## src/rtl/my_serial_adder_if.sv

```systemverilog
// Handshake/data bundle for the bit-serial adder.
// master: requester drives start/a/b/cin; slave: adder drives busy/done/sum/cout.
interface my_serial_adder_if #(
    parameter int WIDTH = 4
);
    logic             start;
    logic [WIDTH-1:0] a;
    logic [WIDTH-1:0] b;
    logic             cin;
    logic             busy;
    logic             done;
    logic [WIDTH-1:0] sum;
    logic             cout;

    modport master (
        output start, a, b, cin,
        input  busy, done, sum, cout
    );

    modport slave (
        input  start, a, b, cin,
        output busy, done, sum, cout
    );
endinterface

```

## src/rtl/my_serial_adder.sv

```systemverilog
// Bit-serial ripple adder: one full-adder cell, one carry flop, LSB first.
// Ports: clk, rst_n (async low), bus (slave: start/a/b/cin in, busy/done/sum/cout out).
module my_serial_adder #(
    parameter int WIDTH = 4
) (
    input  logic              clk,
    input  logic              rst_n,
    my_serial_adder_if.slave  bus
);
    localparam int CW = $clog2(WIDTH) + 1;
    localparam logic [CW-1:0] LAST = CW'(WIDTH - 1);

    typedef enum logic [1:0] {
        IDLE = 2'd0,
        ADD  = 2'd1,
        DONE = 2'd2
    } state_t;

    state_t           state_q, state_d;
    logic [WIDTH-1:0] sha_q, sha_d;
    logic [WIDTH-1:0] shb_q, shb_d;
    logic [WIDTH-1:0] shs_q, shs_d;
    logic             carry_q, carry_d;
    logic [CW-1:0]    cnt_q, cnt_d;
    logic [WIDTH-1:0] sum_q, sum_d;
    logic             cout_q, cout_d;

    logic             s;
    logic             c;
    logic [WIDTH-1:0] shifted;

    always_ff @(posedge clk or negedge rst_n) begin
        if (!rst_n) begin
            state_q <= IDLE;
            sha_q   <= '0;
            shb_q   <= '0;
            shs_q   <= '0;
            carry_q <= 1'b0;
            cnt_q   <= '0;
            sum_q   <= '0;
            cout_q  <= 1'b0;
        end else begin
            state_q <= state_d;
            sha_q   <= sha_d;
            shb_q   <= shb_d;
            shs_q   <= shs_d;
            carry_q <= carry_d;
            cnt_q   <= cnt_d;
            sum_q   <= sum_d;
            cout_q  <= cout_d;
        end
    end

    always_comb begin
        state_d = state_q;
        sha_d   = sha_q;
        shb_d   = shb_q;
        shs_d   = shs_q;
        carry_d = carry_q;
        cnt_d   = cnt_q;
        sum_d   = sum_q;
        cout_d  = cout_q;

        // Single full-adder cell on the current LSBs.
        s = sha_q[0] ^ shb_q[0] ^ carry_q;
        c = (sha_q[0] & shb_q[0]) | (sha_q[0] & carry_q) | (shb_q[0] & carry_q);

        // New sum bit enters at the MSB; after WIDTH shifts bit 0 is the LSB.
        shifted = shs_q >> 1;
        shifted[WIDTH-1] = s;

        unique case (state_q)
            IDLE: begin
                if (bus.start) begin
                    sha_d   = bus.a;
                    shb_d   = bus.b;
                    carry_d = bus.cin;
                    cnt_d   = '0;
                    state_d = ADD;
                end
            end
            ADD: begin
                carry_d = c;
                sha_d   = sha_q >> 1;
                shb_d   = shb_q >> 1;
                shs_d   = shifted;
                cnt_d   = cnt_q + CW'(1);
                if (cnt_q == LAST) begin
                    sum_d   = shifted;
                    cout_d  = c;
                    state_d = DONE;
                end
            end
            DONE: begin
                state_d = IDLE;
            end
            default: begin
                state_d = IDLE;
            end
        endcase
    end

    assign bus.busy = (state_q == ADD);
    assign bus.done = (state_q == DONE);
    assign bus.sum  = sum_q;
    assign bus.cout = cout_q;
endmodule

```

## src/flat_wrapper.sv

```systemverilog
// flat-port wrapper written by rule: the top's interface ports become plain ports
module my_serial_adder_flat 
#(
    parameter int WIDTH = 4
)
  (clk, rst_n, bus_start, bus_a, bus_b, bus_cin, bus_busy, bus_done, bus_sum, bus_cout);
  my_serial_adder_if #(.WIDTH(WIDTH)) bus_i ();
  input  logic clk;
  input  logic rst_n;
  input wire logic [$bits(bus_i.start)-1:0] bus_start;
  input wire logic [$bits(bus_i.a)-1:0] bus_a;
  input wire logic [$bits(bus_i.b)-1:0] bus_b;
  input wire logic [$bits(bus_i.cin)-1:0] bus_cin;
  output wire logic [$bits(bus_i.busy)-1:0] bus_busy;
  output wire logic [$bits(bus_i.done)-1:0] bus_done;
  output wire logic [$bits(bus_i.sum)-1:0] bus_sum;
  output wire logic [$bits(bus_i.cout)-1:0] bus_cout;
  assign bus_i.start = bus_start;
  assign bus_i.a = bus_a;
  assign bus_i.b = bus_b;
  assign bus_i.cin = bus_cin;
  assign bus_busy = bus_i.busy;
  assign bus_done = bus_i.done;
  assign bus_sum = bus_i.sum;
  assign bus_cout = bus_i.cout;
  my_serial_adder #(.WIDTH(WIDTH)) u_core (.clk(clk), .rst_n(rst_n), .bus(bus_i));
endmodule
```

## config.mk

```make
export PLATFORM = sky130hd
export DESIGN_NAME = my_serial_adder_flat
export DESIGN_NICKNAME = d
export VERILOG_FILES = /design/src/rtl/my_serial_adder_if.sv /design/src/rtl/my_serial_adder.sv /design/src/flat_wrapper.sv
export SDC_FILE = /design/constraint.sdc
export NUM_CORES = 1
export LEC_CHECK = 0
export ABC_AREA = 1
export CAP_MARGIN = 5
export CORE_UTILIZATION = 50
export CTS_CLUSTER_DIAMETER = 100
export CTS_CLUSTER_SIZE = 24
export DETAILED_ROUTE_END_ITERATION = 12
export PLACE_DENSITY = 0.77
export SYNTH_ARGS = -nofsm -noshare
export SYNTH_HDL_FRONTEND = slang
export SYNTH_SLANG_ARGS = --single-unit
export TNS_END_PERCENT = 30
```

## constraint.sdc

```tcl
create_clock -name clk -period 1.61 [get_ports clk]
set_input_delay 0.4025 -clock clk [delete_from_list [all_inputs] [get_ports clk]]
set_output_delay 0.4025 -clock clk [all_outputs]
set_load 0.01 [all_outputs]
```

### Word-level counts from Yosys, hierarchy flattened

Index checks and enable logic that the tools add are counted.

| storage, ports and cells | value |
|---|---|
| flip-flop bits (word level) | 23 |
| bits in latches | 0 |
| RAM bits | 0 |
| ROM bits | 0 |
| input bits | 12 |
| output and inout bits | 7 |
| word-level logic and storage cells | 37 |
| memories kept | 0 |

| cells by class | value |
|---|---|
| $add $sub $neg | 1 |
| $mul | 0 |
| div/mod/pow operators | 0 |
| $lt $le $gt $ge | 0 |
| eq/ne operators | 5 |
| shift operators | 0 |
| mux-type cells | 11 |
| bitwise logic cells | 7 |
| reduce and logical (&&, ||, !) cells | 5 |

Operators with widths:

| operator | count |
|---|---|
| one-hot mux 4 bit (2 select lines) | 2 |
| 2-to-1 mux 4 bit | 2 |
| one-hot mux 3 bit (2 select lines) | 1 |
| AND reduction 2 bit | 3 |
| 2-to-1 mux 2 bit | 2 |
| one-hot mux 2 bit (2 select lines) | 1 |
| adder 3 x 1 -> 3 bit, second input constant | 1 |
| AND 1 bit | 3 |
| equality test 3 x 2 -> 1 bit, second input constant | 1 |
| 2-to-1 mux 3 bit | 1 |
| equality test 2 x 1 -> 1 bit, second input constant | 1 |
| equality test 2 bit, second input constant | 1 |
| logical NOT 2 bit | 1 |
| != test 2 x 1 -> 1 bit, second input constant | 1 |
| != test 2 bit, second input constant | 1 |
| bitwise OR 1 bit | 2 |
| one-hot mux 1 bit (2 select lines) | 1 |
| nonzero test 2 bit | 1 |
| XOR 1 bit | 2 |
| 2-to-1 mux 1 bit | 1 |

### Logic depth before layout (Yosys ltp)

Gate-level depths: netlist of the first run.

| depth | value |
|---|---|
| word-level depth | 4 |
| depth in mapped cells | 6 |
| gate-level depth less buffers | 6 |

### Least setup slack after synthesis of the first run

No wires, ideal clock.

| timing path | value |
|---|---|
| path kind | flip-flop to flip-flop |
| from | reg u_core.carry_q |
| to | reg u_core.sum_q[3] (netlist: u_core.bus.sum[3]) |
| library setup time | 0.083 ns |
| arrival | 1.066 ns |
| required time | 1.527 ns |
| setup slack | 0.461 ns |
| cell stages (with the launch flop) | 4 |
| buffers on the path | 0 |
| period minus slack after synthesis | 1.149 ns |
| cell sequence | dfrtp_1 > fa_1 > inv_1 > o21ai_0 |

| between the ends | value |
|---|---|
| cells in the longest elaborated chain, start to end | 1 |

Ends and longest elaborated chain:

| item | RTL line | text |
|---|---|---|
| from (decl) | my_serial_adder.sv:23 | `logic carry_q, carry_d;` |
| from (signal assigned) | my_serial_adder.sv:47 | `carry_q <= carry_d;` |
| XOR 1 bit | my_serial_adder.sv:65 | `s = sha_q[0] ^ shb_q[0] ^ carry_q;` |
| net u_core.s | my_serial_adder.sv:28 | `logic s;` |
| to (signal assigned) | my_serial_adder.sv:49 | `sum_q <= sum_d;` |
| to (decl) | my_serial_adder.sv:25 | `logic [WIDTH-1:0] sum_q, sum_d;` |

The timed path passes the listed nets, and every way through them passes these cells.
A chain may end at the register's enable or synchronous reset.

### Final worst setup path of the first run

| timing path | value |
|---|---|
| from | reg u_core.state_q[1] |
| to | out bus_done |

| between the ends | value |
|---|---|
| cells in the longest elaborated chain, start to end | 1 |

Ends and longest elaborated chain:

| item | RTL line | text |
|---|---|---|
| from (decl) | my_serial_adder.sv:19 | `state_t state_q, state_d;` |
| from (signal assigned) | my_serial_adder.sv:43 | `state_q <= state_d;` |
| equality test 2 bit | my_serial_adder.sv:104 | `assign bus.done = (state_q == DONE);` |
| to (decl) | flat_wrapper.sv:15 | `output wire logic [$bits(bus_i.done)-1:0] bus_done;` |

No other way between the ends.

==> reports/results.txt, run 1 <==
Root Driver -> clkbuf_4
Hold Buf Count CTS -> 0
Total core area -> 0.00194 mm^2
Clock Skews -> 0.0116 ns
Max-Cap Viols -> 0
Final core utilization -> 0.677
Antenna violations before repair -> 0
Slew Limit Fails -> 0
PD cells -> 1950 mW/mm^2
Initial drt markers -> 11
Routed Antenna Nets -> 0
Non-filler cells, final -> 173
Drt pass-1 iters -> 4
Setup Buffers After CTS -> 0
Post-layout minimum cycle time -> 1.54 ns
WP data required -> 1.21 ns
Share of cells above drive strength 1 -> 0.110
Die H -> 47.4 um
CTS tree -> done
Kind of critical path -> reg2out
Sequential area share after synthesis -> 0.535
Crit Path Max Fanout -> 2
Peak Freq -> 650 MHz
Period utilisation layout -> 0.956
P_leak -> 0.718 nW
H-tree levels -> 1
FP Rows -> 16
Area share of the largest cell type after synthesis -> 0.535
Final GP Congestion -> 0.735
Global route overflow -> 0
Number of global-route vias before repair -> 751
Cells after DPL -> 169
Final Setup Violations -> 0
Outcome -> completed
Worst EP arrival -> 1.14 ns
Synthesized area -> 0.00103 mm^2
Startpoint Class -> flop
CTS Buffer Depth -> 2
Syn Nets -> 136
Post-CTS Resized -> 6
Die W -> 47.4 um
Crit path from -> u_core.state_q[1]$_DFFE_PN0P_
Insertion delay to the later sink of the worst-skew pair -> 0.31 ns
Reg2Reg Launch Point -> u_core.state_q[1]$_DFFE_PN0P_
Power Total -> 2.57 mW
GRT Util Overall -> 0.209
# IOs -> 19
Worst setup EP type -> primary output
RSZ-0062 raised after global routing -> no
Cell with the most instances after synthesis -> nand2_1
Setup TNS -> 0 ns
Yosys cell types -> 17
Avg WL per Cell -> 11.6 um
Largest net degree at the start of global routing -> 23
Max-slew headroom -> 0.791
Clock sinks -> 22
# diodes -> 0
DRC Markers -> 0
Most used DFF post-synth -> dfrtp_1
Layout Area Growth over Synthesis -> 27.7%
Top cells by area, synth -> dfrtp_1 (53%), nand2_1 (15%), inv_1 (6.9%)
Mean Syn Cell Area -> 8.51 um^2
Num CTS Buffers -> 3
Number of fill cells in the layout -> 162
First-pass GRT wire length -> 3190 um
Yosys Warn Count -> 0
HPWL after DPL -> 1440 um
Vias/cell -> 4.93
Synth top cells by count -> nand2_1 (40), dfrtp_1 (22), inv_1 (19), nand3_1 (14), o21ai_0 (9)
Number of synthesized flops with an enable pin -> 0
Flops & latches, synth -> 22
Die Area -> 0.00224 mm^2
Starting density of the core -> 0.530
Clock-pin slew on the worst setup and hold paths -> 0.13 ns
Port Buffers -> 18
Final Hold Vio Count -> 0
Min-Delay Path Class -> in2async
Vias post-DR -> 853
Synth Instances -> 121
Actual slew at the worst max-slew pin -> 0.312 ns
Synth area leader -> dfrtp_1
Final wirelength -> 2000 um
Worst vdd ir -> 0.00119 V
Final nets -> 162
Async SR Flop Fraction -> 1.00
-- logic make-up after synthesis --
| family | Yosys count | share of synthesized area |
|---|---|---|
| buf+inv | 23 | 0.0960 |
| fa+ha+maj | 3 | 0.0437 |
| simple gates | 61 | 0.264 |
| flops | 22 | 0.535 |
| compound gates | 12 | 0.0620 |
-- worst max-delay path: stages, from the launching register on --
cell and delay (ns):
dfrtp_1 0.41, inv_1 0.07, nor2_1 0.11, clkdlybuf4s15_1 0.25
-- layout make-up --
| cell class | instances | area [um^2] | share of cell area |
|---|---|---|---|
| timing repair buffer | 24 | 223 | 0.169 |
| clock inverter | 1 | 30.0 | 0.0228 |
| tap | 27 | 33.8 | 0.0257 |
| sequential | 22 | 551 | 0.419 |
| clock buffer | 3 | 22.5 | 0.0171 |
| multi-input combinational | 76 | 380 | 0.289 |
| inverter | 20 | 75.1 | 0.0571 |
-- where the power goes --
| group | leakage (nW) | total [mW] | internal, mW | switching [mW] |
|---|---|---|---|---|
| sequential | 0.273 | 0.954 | 0.809 | 0.145 |
| combinational | 0.417 | 1.19 | 0.497 | 0.694 |
| clock | 0.0279 | 0.424 | 0.252 | 0.172 |
-- path summary, 6_finish.rpt --
kind | slack (ns) | depth (start not counted) | endpoint
max | 0.07 | 3 | bus_done
min | 0.43 | 2 | u_core.state_q[0]$_DFFE_PN0P_
max reg2reg | 0.18 | 5 | u_core.shb_q[3]$_DFFE_PN0P_
min reg2reg | 0.48 | 2 | u_core.bus.sum[0]$_DFFE_PN0P_
max in group asynchronous | 0.96 | 2 | u_core.state_q[1]$_DFFE_PN0P_
min in group clk | 0.48 | 2 | u_core.bus.sum[0]$_DFFE_PN0P_
-- layout by cell type, fill, tap and decap left out --
cell type / n
clkdlybuf4s15_1: 2
clkdlybuf4s50_1: 11
inv_2: 1
nand2_2: 1
nand2_1: 40
buf_4: 6
o21ai_2: 1
nand2_4: 2
fa_1: 1
dlymetal6s2s_1: 1
ha_1: 2
dlygate4sd2_1: 4
o21ai_0: 9
inv_1: 19
nand3_1: 14
nor2_1: 3
bufinv_16: 1
dfrtp_1: 22
clkbuf_4: 3
nor2_4: 1
a21oi_1: 2
-- layer usage --
layer	track usage	share of wire
met5	0	0
met4	0.0800	0.014
met3	0.0462	0.043
met2	0.364	0.49
met1	0.251	0.45
-- through the flow --
step                      setup WS, ns  cell area, um^2  hold WS [ns]
after floorplan                  0.461             1030         0.107
after global placement           0.124             1260         0.457
after detailed placement         0.132             1260         0.459
after CTS                      0.00372             1310         0.442
after global routing           0.00107             1320         0.468
final                           0.0706             1320         0.426
-- registers in the layout, summed over array words and instances, names as in the netlist --
name	flops
u_core.bus.sum	4
u_core.cnt_q	3
u_core.shs_q	3
u_core.carry_q	1
u_core.bus.cout	1
u_core.state_q	2
u_core.shb_q	4
u_core.sha_q	4
Note: power is estimated with default switching activity, not from simulation.
==> run 2, diff against run 1 <==
--- a/config.mk
+++ b/config.mk
@@ -7,11 +7,10 @@
 export LEC_CHECK = 0
 export ABC_AREA = 1
 export CAP_MARGIN = 5
-export CORE_UTILIZATION = 50
+export CORE_UTILIZATION = 39
 export CTS_CLUSTER_DIAMETER = 100
 export CTS_CLUSTER_SIZE = 24
 export DETAILED_ROUTE_END_ITERATION = 12
-export PLACE_DENSITY = 0.77
 export SYNTH_ARGS = -nofsm -noshare
 export SYNTH_HDL_FRONTEND = slang
 export SYNTH_SLANG_ARGS = --single-unit
==> run 2 against run 1 <==
Final area about the same. Highest routed layer unchanged. Non-clock buffer count increased by 1. First-iteration DRC count is 9.1% higher. Utilization decreased by 15 points. Critical endpoint unchanged.
==> reports/results.txt, run 2 (synthesis results as in run 1) <==
Post-route cell area -> 0.00132 mm^2 (about the same)
Final core utilization -> 0.531 (-0.146)
Slew Limit Fails -> 0 (unchanged)
Initial drt markers -> 12 (+1)
CTS tree -> done
Root Driver -> clkbuf_4
Global route overflow -> 0 (unchanged)
RSZ-0062 raised after global routing -> no
Setup TNS -> 0 ns (unchanged)
Place WS -> 0.123 ns (-0.00964 ns)
Commonest non-fill, non-tap cell in the layout -> nand2_1
Multi-input logic area -> 380 um^2 (unchanged)
CTS Buffer Depth -> 2 (unchanged)
Switching part of the total -> 0.392 (-0.00229)
Clock sinks -> 22 (unchanged)
Number of fill cells in the layout -> 257 (+59%)
Kind of critical path -> reg2out
Crit Path Max Fanout -> 2 (unchanged)
Worst EP arrival -> 1.13 ns (about the same)
PD cells -> 1950 mW/mm^2 (-0.39%)
Dpl cell area -> 0.00127 mm^2 (+0.30%)
Register share of total power -> 0.369 (-0.002)
DRC Markers -> 0 (unchanged)
Outcome -> completed
Port Buffers -> 18 (unchanged)
Insertion delay to the later sink of the worst-skew pair -> 0.31 ns (about the same)
Min-Delay Path Class -> in2async
Crit path from -> u_core.state_q[0]$_DFFE_PN0P_
Worst vdd ir -> 0.00129 V (+8.7%)
Clock Skews -> 0.0111 ns (-0.000459 ns)
Final worst slack -> 0.0807 ns (+0.0102 ns)
H-tree levels -> 1 (unchanged)
Cells after DPL -> 172 (+1.8%)
Vias/cell -> 4.63 (-6.0%)
Share of cells above drive strength 1 -> 0.122 (+0.0129)
Net Sw Power -> 1.00 mW (-0.87%)
Peak Freq -> 654 MHz (+0.66%)
Die H -> 53.4 um (+13%)
Routed Antenna Nets -> 0 (unchanged)
Num CTS Buffers -> 3 (unchanged)
Reg2Reg Launch Point -> u_core.state_q[0]$_DFFE_PN0P_
Final Setup Violations -> 0 (unchanged)
WHS -> 0.420 ns (-0.00604 ns)
Crit path largest cell delay -> 0.40 ns (about the same)
Worst path slowest cell -> dfrtp_1
Layout Area Growth over Synthesis -> 27.8% (about the same)
Cell-internal power -> 1.56 mW (about the same)
Startpoint Class -> flop
Die W -> 53.4 um (+13%)
Number of global-route vias before repair -> 785 (+4.5%)
FP Rows -> 18 (+2)
Final wirelength -> 2010 um (+0.35%)
Actual slew at the worst max-slew pin -> 0.286 ns (-0.0259 ns)
Hold Buf Count CTS -> 0 (unchanged)
P_leak -> 0.711 nW (-0.92%)
Max-Cap Viols -> 0 (unchanged)
Final nets -> 163 (+0.62%)
Period utilisation layout -> 0.950 (-0.00631)
Reg area -> 551 um^2 (unchanged)
Clock power frac -> 0.166 (about the same)
Vias post-DR -> 820 (-3.9%)
Most frequent cells in the layout -> nand2_1 (40), dfrtp_1 (22), inv_1 (19), nand3_1 (14), clkdlybuf4s50_1 (11)
Die Area -> 0.00285 mm^2 (+27%)
HPWL after DPL -> 1390 um (-3.6%)
Clock-pin slew on the worst setup and hold paths -> 0.13 ns (about the same)
Non-filler cells, final -> 177 (+2.3%)
Final Hold Vio Count -> 0 (unchanged)
GRT Util Overall -> 0.174 (-0.0356)
Final GP Congestion -> 0.736 (+0.14%)
Max-slew headroom -> 0.809 (+0.0177)
Largest net degree at the start of global routing -> 23 (unchanged)
Comb power frac -> 0.465 (about the same)
Worst path cell trace -> buf_4 > nor2_1 > clkbuf_2
Post-layout minimum cycle time -> 1.53 ns (-0.0102 ns)
Total core area -> 0.00248 mm^2 (+28%)
Avg WL per Cell -> 11.4 um (-1.9%)
Starting density of the core -> 0.416 (-0.115)
Antenna violations before repair -> 0 (unchanged)
First-pass GRT wire length -> 3490 um (+9.5%)
# diodes -> 0 (unchanged)
Drt pass-1 iters -> 4 (unchanged)
Power Total -> 2.56 mW (-0.29%)
Worst setup EP type -> primary output
WP data required -> 1.21 ns (about the same)
# IOs -> 19 (unchanged)
[run 2: cell count changes in the layout (fill, tap and decap cells not counted)]
cell and change:
clkdlybuf4s15_1 -2, dlygate4sd2_1 +2, buf_4 +1, clkbuf_2 +1, dlymetal6s2s_1 -1
[run 2: routing by layer]
metal,share of wire,GRT usage
met1,0.48,0.228
met4,0.0050,0.0263
met2,0.48,0.279
met5,0,0
met3,0.037,0.0603
[run 2: worst paths after layout]
kind	endpoint	slack, ns	cells past startpoint
worst max-delay path	bus_done	0.08	3
worst min-delay path	u_core.shb_q[3]$_DFFE_PN0P_	0.42	2
worst max register to register	u_core.carry_q$_DFFE_PN0P_	0.19	7
worst min register to register	u_core.bus.sum[2]$_DFFE_PN0P_	0.49	2
max in group asynchronous	u_core.bus.cout$_DFFE_PN0P_	0.95	2
min in group clk	u_core.bus.sum[2]$_DFFE_PN0P_	0.49	2
[run 2: area by class of cell]
cell class / instances / area share
timing repair buffer: 25 / 0.167
clock buffer: 3 / 0.0171
clock inverter: 1 / 0.0228
multi-input combinational: 76 / 0.289
sequential: 22 / 0.418
tap: 30 / 0.0285
inverter: 20 / 0.0570
[run 2: critical path: cells and delay by family (launching register included)]
kind                   cells  cell delay, ns
buffers and inverters      2            0.29
flip-flops                 1            0.40
AND/OR/NAND/NOR            1            0.13
[run 2: what timing repair did]
item                                    4_1_cts  5_1_grt
resized for setup                             8        1
endpoints found under the setup margin        7        1
setup buffers                                 1        0
[run 2: power by group through the flow]
stage	combinational [mW]	sequential, mW	clock [mW]
finish	1.19	0.945	0.426
global route	1.38	0.977	0.466
CTS	1.21	0.943	0.438
detailed placement	1.22	0.960	0
global placement	1.19	0.954	0
floorplan	0.782	0.966	0
